### config.mk
export PLATFORM = sky130hd
export DESIGN_NAME = calendar_counter
export DESIGN_NICKNAME = d
export VERILOG_FILES = /design/src/rtl/calendar_counter.sv
export SDC_FILE = /design/constraint.sdc
export NUM_CORES = 1
export LEC_CHECK = 0
export ABC_AREA = 1
export ABC_CLOCK_PERIOD_IN_PS = 2000
export CAP_MARGIN = 20
export CORE_MARGIN = 4
export CORE_UTILIZATION = 50
export DETAILED_ROUTE_END_ITERATION = 8
export DONT_BUFFER_PORTS = 1
export PLACE_DENSITY = 0.72
export SLEW_MARGIN = 5
export SYNTH_ARGS = -nofsm -noshare
export SYNTH_HDL_FRONTEND = slang
export SYNTH_SLANG_ARGS = --single-unit
export TNS_END_PERCENT = 100
### constraint.sdc
create_clock -name clk_i -period 2 [get_ports clk_i]
set_input_delay 0.4 -clock clk_i [delete_from_list [all_inputs] [get_ports clk_i]]
set_output_delay 0.4 -clock clk_i [all_outputs]
set_load 0.005 [all_outputs]
### src/rtl/calendar_counter.sv
// Calendar-aware BCD date/time counter with leap years and validated parallel load.
// Optional day-of-week counter compiled in with `define CAL_DOW_EN.
module calendar_counter #(
   parameter int unsigned YEAR_DIGITS = 2,
   parameter logic [15:0] RST_YEAR    = 16'h2000
) (
   input  logic                     clk_i,
   input  logic                     rst_ni,
   input  logic                     inc_i,
   input  logic                     load_i,
   input  logic [4*YEAR_DIGITS-1:0] year_load_i,
   input  logic [7:0]               month_load_i,
   input  logic [7:0]               day_load_i,
   input  logic [7:0]               hour_load_i,
   input  logic [7:0]               minute_load_i,
   input  logic [7:0]               second_load_i,
   output logic [4*YEAR_DIGITS-1:0] year_o,
   output logic [7:0]               month_o,
   output logic [7:0]               day_o,
   output logic [7:0]               hour_o,
   output logic [7:0]               minute_o,
   output logic [7:0]               second_o,
   output logic                     minute_tick_o,
   output logic                     hour_tick_o,
   output logic                     day_tick_o,
`ifdef CAL_DOW_EN
   output logic [2:0]               dow_o,
`endif
   output logic                     load_err_o
);

   localparam int unsigned YW = 4 * YEAR_DIGITS;

   function automatic logic [7:0] bcd_inc(input logic [7:0] p);
      if (p[3:0] == 4'd9) return {4'(p[7:4] + 4'd1), 4'h0};
      return {p[7:4], 4'(p[3:0] + 4'd1)};
   endfunction

   function automatic logic pair_ok(input logic [7:0] p);
      return (p[7:4] <= 4'd9) && (p[3:0] <= 4'd9);
   endfunction

   // Tens parity decides which ones digits make the pair divisible by 4.
   function automatic logic is_mod4(input logic [7:0] p);
      if (p[4]) return (p[3:0] == 4'd2) || (p[3:0] == 4'd6);
      return (p[3:0] == 4'd0) || (p[3:0] == 4'd4) || (p[3:0] == 4'd8);
   endfunction

   function automatic logic is_leap(input logic [15:0] y);
      if (YEAR_DIGITS == 4 && y[7:0] == 8'h00) return is_mod4(y[15:8]);
      return is_mod4(y[7:0]);
   endfunction

   function automatic logic [7:0] month_len(input logic [7:0] m, input logic leap);
      case (m)
         8'h02:                      return leap ? 8'h29 : 8'h28;
         8'h04, 8'h06, 8'h09, 8'h11: return 8'h30;
         default:                    return 8'h31;
      endcase
   endfunction

   logic [YW-1:0] year_q;
   logic [7:0]    month_q, day_q, hour_q, minute_q, second_q;
   logic          minute_tick_q, hour_tick_q, day_tick_q, load_err_q;

   logic [15:0]   year_pad, ld_pad;
   logic [7:0]    cur_len, ld_len, yr_lo_nx, yr_hi_nx;
   logic [YW-1:0] year_nx;
   logic          load_ok, inc_en, c_min, c_hour, c_day, c_month, c_year;

   always_comb begin
      year_pad = 16'(year_q);
      ld_pad   = 16'(year_load_i);
      cur_len  = month_len(month_q, is_leap(year_pad));
      ld_len   = month_len(month_load_i, is_leap(ld_pad));

      inc_en  = inc_i & ~load_i;
      c_min   = inc_en & (second_q == 8'h59);
      c_hour  = c_min & (minute_q == 8'h59);
      c_day   = c_hour & (hour_q == 8'h23);
      c_month = c_day & (day_q == cur_len);
      c_year  = c_month & (month_q == 8'h12);

      yr_lo_nx = (year_pad[7:0] == 8'h99) ? 8'h00 : bcd_inc(year_pad[7:0]);
      yr_hi_nx = year_pad[15:8];
      if (year_pad[7:0] == 8'h99) begin
         yr_hi_nx = (year_pad[15:8] == 8'h99) ? 8'h00 : bcd_inc(year_pad[15:8]);
      end
      year_nx = YW'({yr_hi_nx, yr_lo_nx});

      load_ok = pair_ok(ld_pad[15:8]) && pair_ok(ld_pad[7:0]) &&
                pair_ok(month_load_i) && pair_ok(day_load_i) && pair_ok(hour_load_i) &&
                pair_ok(minute_load_i) && pair_ok(second_load_i) &&
                (month_load_i >= 8'h01) && (month_load_i <= 8'h12) &&
                (day_load_i >= 8'h01) && (day_load_i <= ld_len) &&
                (hour_load_i <= 8'h23) && (minute_load_i <= 8'h59) &&
                (second_load_i <= 8'h59);
   end

   always_ff @(posedge clk_i or negedge rst_ni) begin
      if (!rst_ni) begin
         year_q        <= RST_YEAR[YW-1:0];
         month_q       <= 8'h01;
         day_q         <= 8'h01;
         hour_q        <= 8'h00;
         minute_q      <= 8'h00;
         second_q      <= 8'h00;
         minute_tick_q <= 1'b0;
         hour_tick_q   <= 1'b0;
         day_tick_q    <= 1'b0;
         load_err_q    <= 1'b0;
      end else begin
         minute_tick_q <= c_min;
         hour_tick_q   <= c_hour;
         day_tick_q    <= c_day;
         load_err_q    <= load_i & ~load_ok;
         if (load_i) begin
            if (load_ok) begin
               year_q   <= year_load_i;
               month_q  <= month_load_i;
               day_q    <= day_load_i;
               hour_q   <= hour_load_i;
               minute_q <= minute_load_i;
               second_q <= second_load_i;
            end
         end else if (inc_i) begin
            second_q <= (second_q == 8'h59) ? 8'h00 : bcd_inc(second_q);
            if (c_min)   minute_q <= (minute_q == 8'h59) ? 8'h00 : bcd_inc(minute_q);
            if (c_hour)  hour_q   <= (hour_q == 8'h23) ? 8'h00 : bcd_inc(hour_q);
            if (c_day)   day_q    <= (day_q == cur_len) ? 8'h01 : bcd_inc(day_q);
            if (c_month) month_q  <= (month_q == 8'h12) ? 8'h01 : bcd_inc(month_q);
            if (c_year)  year_q   <= year_nx;
         end
      end
   end

   assign year_o        = year_q;
   assign month_o       = month_q;
   assign day_o         = day_q;
   assign hour_o        = hour_q;
   assign minute_o      = minute_q;
   assign second_o      = second_q;
   assign minute_tick_o = minute_tick_q;
   assign hour_tick_o   = hour_tick_q;
   assign day_tick_o    = day_tick_q;
   assign load_err_o    = load_err_q;

`ifdef CAL_DOW_EN
   // Sakamoto's method reduced mod 7: with y = 100*yh + yl the year part is
   // 5*yh + yh/4 + yl + yl/4; one term is accumulated per cycle.
   typedef enum logic [0:0] {StIdle, StCalc} dow_state_e;

   function automatic logic [7:0] bcd_dec(input logic [7:0] p);
      if (p[3:0] == 4'd0) return {4'(p[7:4] - 4'd1), 4'h9};
      return {p[7:4], 4'(p[3:0] - 4'd1)};
   endfunction

   function automatic logic [6:0] bcd2bin(input logic [7:0] p);
      return 7'(p[7:4]) * 7'd10 + 7'(p[3:0]);
   endfunction

   function automatic logic [6:0] month_off(input logic [7:0] m);
      case (m)
         8'h02, 8'h06:        return 7'd3;
         8'h03, 8'h11:        return 7'd2;
         8'h04, 8'h07:        return 7'd5;
         8'h08:               return 7'd1;
         8'h09, 8'h12:        return 7'd4;
         8'h10:               return 7'd6;
         default:             return 7'd0;
      endcase
   endfunction

   dow_state_e dow_state_q;
   logic [2:0] dow_q, acc_q, acc_d, step_q;
   logic [7:0] yh_q, yl_q, cm_q, cd_q, lo_dec, hi_dec;
   logic [6:0] yh_b, yl_b, term;
   logic [15:0] calc_year;

   always_comb begin
      // Two-digit years live in 2000-2099; Jan/Feb count toward the previous year.
      // 0000 wraps to 9999, which is congruent mod 400 and keeps the weekday right.
      calc_year = (YEAR_DIGITS == 4) ? ld_pad : {8'h20, ld_pad[7:0]};
      lo_dec    = (calc_year[7:0] == 8'h00) ? 8'h99 : bcd_dec(calc_year[7:0]);
      hi_dec    = calc_year[15:8];
      if (calc_year[7:0] == 8'h00) begin
         hi_dec = (calc_year[15:8] == 8'h00) ? 8'h99 : bcd_dec(calc_year[15:8]);
      end
      if (month_load_i < 8'h03) calc_year = {hi_dec, lo_dec};

      yh_b = bcd2bin(yh_q);
      yl_b = bcd2bin(yl_q);
      case (step_q)
         3'd0:    term = 7'((yh_b % 7'd7) * 7'd5);
         3'd1:    term = yh_b >> 2;
         3'd2:    term = yl_b;
         3'd3:    term = yl_b >> 2;
         3'd4:    term = month_off(cm_q);
         3'd5:    term = bcd2bin(cd_q);
         default: term = 7'd6;  // shift Sunday=0 to Monday=0
      endcase
      acc_d = 3'((8'(acc_q) + 8'(term) + 8'(c_day)) % 8'd7);
   end

   always_ff @(posedge clk_i or negedge rst_ni) begin
      if (!rst_ni) begin
         dow_state_q <= StIdle;
         dow_q       <= 3'd5;
         acc_q       <= 3'd0;
         step_q      <= 3'd0;
         yh_q        <= 8'h00;
         yl_q        <= 8'h00;
         cm_q        <= 8'h00;
         cd_q        <= 8'h00;
      end else if (load_i && load_ok) begin
         dow_state_q <= StCalc;
         acc_q       <= 3'd0;
         step_q      <= 3'd0;
         yh_q        <= calc_year[15:8];
         yl_q        <= calc_year[7:0];
         cm_q        <= month_load_i;
         cd_q        <= day_load_i;
      end else begin
         case (dow_state_q)
            StIdle: if (c_day) dow_q <= (dow_q == 3'd6) ? 3'd0 : 3'(dow_q + 3'd1);
            StCalc: begin
               acc_q  <= acc_d;
               step_q <= 3'(step_q + 3'd1);
               if (step_q == 3'd6) begin
                  dow_q       <= acc_d;
                  dow_state_q <= StIdle;
               end
            end
            default: dow_state_q <= StIdle;
         endcase
      end
   end

   assign dow_o = dow_q;
`endif

endmodule

==> run summary <==
Seq/Total Area, Yosys: 0.328
CP Max Fanout: 6
Top-area cell type share of the netlist area: 0.315
Worst r2r src: second_o[1]$_DFFE_PN0P_
CTS H-tree lvls: 2
Crit path DAT: 2310 ps
Worst setup margin: -106 ps
Ant. Diodes: 0
# setup viols final: 35
Hold depth: 2
Achievable Freq: 0.475 GHz
Pwr Density: 499 nW/um^2
Reg2Reg Depth: 14
IO buf count: 0
Final ANT Viol Nets: 0
Slew @ Worst Pin: 329 ps
Critical path's largest stage delay: 300 ps
Initial DRC count: 172
HP Start: load_i
Row count: 32
Flop2flop setup slack: -50 ps
Final net count: 689
Die width: 97.2 microns
Max Slew Vio Count: 0
Tightest Hold Check Type: input pin to register
Hold Path Sink: hour_o[0]$_DFFE_PN0P_
Mean post-synth cell area: 6.94 sq um
GRT Total Usage: 0.229
CP cell instances: nor2_4 > nand2_2 > nor2_4 > nand2_2 > inv_2 > a221oi_2 > ha_1 > nand3_1 > nand2_1 > nand2_1 > nand3_1 > nand3_2 > nor2_4 > nand2_4 > buf_6 > o21ai_4 > nand2_4 > o21a_1
Clock transition at path regs: 100 ps
CTS tree: built
Top-level port count: 104
Placed cells: 696
Synth area leaders: dfrtp_1, nand2_1, inv_1
Setup Crit Path Kind: input pin to register
Most frequent cells in the layout: nand2_1, inv_1, dfrtp_1
Via density: 5.46
Hold Vio Cnt, Final: 0
First-pass GRT wire length: 18000 microns
Fin crit share: 1.05
Area growth, synth to finish: 21.2%
R2r endpoint: year_o[7]$_DFFE_PN0P_
CTS root buf: clkbuf_8
CTS sink cnt: 52
Post-synth top area cell: dfrtp_1
Die Y: 97.2 microns
DPL Wire Length: 8190 microns
Worst vdd ir: 0.467 mV
Final global-route overflow total: 0
Ys Warns: 0
Worst skew pair latency: 310 ps
Total core area: 7730 sq um
First drt pass iteration count: 5
Top cell by count, worst path: nor2_4
Via count: 3924
Final Power: 0.00241 W
Fill cell count: 680
Die area: 9440 sq um
CP max stage cell: ha_1
Worst Path Required: 2200 ps
Worst setup EP type: register
Initial core utilization: 0.515
Max cap viols: 0
Finished Layout Cells: 719
Status: finished, violations left
Yosys cell types: 42
RD Place Congestion: 0.837
Largest net degree at the start of global routing: 53
RSZ-0062 raised after global routing: true
Register bit total from synthesis: 52
Layout cells sized above 1: 0.212
Hold slack: 231 ps
Cells after Synth: 573
Minimum clock period: 2110 ps
Post-Route WL: 11100 microns
Commonest non-fill, non-tap cell in the layout: nand2_1
Antenna violations before repair: 0
Worst Setup Start Kind: input pin
Vias in the first global route: 3832
Maximum clock insertion buffer count: 2
Slew margin rel.: 0.778
CTS Buf Count: 5
Leak Pwr: 2.27 nW
Failing checks: setup timing
Mapped Area: 3980 sq um
Clk_skew: 9.56 ps
Syn nets: 646
Wire per inst: 15.5 microns
Drt drc: 0
==> synth_stat cells, drive strengths merged <==
library cell and count:
a21oi 17, a221oi 1, a22oi 2, a31oi 4
and2 2, buf 4, clkbuf 6, clkinv 2
dfrtp 50, dfstp 2, ha 21, inv 78
nand2 161, nand3 48, nand4 4, nor2 62
nor3 7, nor3b 1, o211ai 2, o21a 4
o21ai 62, o221ai 1, o22ai 7, o31ai 3
or2 1, xnor2 7, xor2 14
==> report_power, final <==
part | internal [W] | switching, W
Clock | 0.000283 | 0.000346
Combinational | 0.000222 | 0.000283
Sequential | 0.00114 | 0.000132
==> worst max-delay path: cells and delay by family <==
kind,cells,cell delay (ps)
simple gates,12,1060
compound gates,3,330
fa+ha+maj,1,300
buf+inv,2,220
==> state kept, by name, summed over array words and instances, names as in the netlist, 8 cells and up <==
register  flops
day_o         8
second_o      8
hour_o        8
year_o        8
month_o       8
minute_o      8
==> worst max path at each step <==
| stage | startpoint | end | slack (ps) | cells after the start |
|---|---|---|---|---|
| finish | month_load_i[5] | minute_o[7]$_DFFE_PN0P_ | -110 | 18 |
| global route | month_load_i[5] | year_o[7]$_DFFE_PN0P_ | -250 | 19 |
| global placement | year_load_i[4] | minute_o[5]$_DFFE_PN0P_ | -480 | 17 |
| CTS | month_load_i[5] | year_o[7]$_DFFE_PN0P_ | -100 | 19 |
| detailed placement | year_load_i[4] | year_o[3]$_DFFE_PN0P_ | -530 | 17 |
| floorplan | month_load_i[6] | minute_o[5]$_DFFE_PN0P_ | -260 | 18 |
==> layout make-up <==
cell class / count / area, sq um / share of cell area
clock buffer: 8 / 90.1 / 0.0187
inverter: 80 / 304 / 0.0631
multi-input combinational: 433 / 2610 / 0.541
sequential: 52 / 1300 / 0.271
tap: 102 / 128 / 0.0265
timing repair buffer: 44 / 384 / 0.0797
==> kinds of logic after synthesis <==
logic type / count (synthesis) / share of synthesized area
adder cells (fa/ha/maj): 21 / 0.0661
AND/OR/NAND/NOR: 286 / 0.323
AO/OA/AOI/OAI: 103 / 0.145
buffers and inverters: 90 / 0.0919
XOR/XNOR: 21 / 0.0463
flip-flops: 52 / 0.328
==> stage by stage <==
step           setup TNS, ps  cell area [sq um]  utilization  worst slack, ps
3_5_place_dp          -21820               4310        0.557             -528
2_1_floorplan          -8690               4010            -             -262
6_report               -2080               4820        0.624             -106
5_1_grt                -7900               4820        0.624             -252
4_1_cts                 -909               4510        0.584             -101
3_3_place_gp          -20520               4310        0.557             -483
==> timing repair <==
item,4_1_cts,5_1_grt
setup buffers,3,8
hold endpoints to repair,52,0
resized for setup,12,57
gates cloned,2,0
hold buffers,2,0
endpoints found under the setup margin,46,48
pin swaps,15,14
==> per-layer routing <==
layer,GRT usage,up-vias,share of wire
li1,-,1941,-
met1,0.270,1848,0.40
met2,0.406,117,0.52
met3,0.0524,18,0.059
met4,0.0778,0,0.021
met5,0,-,0
(Power assumes the default switching activity.)
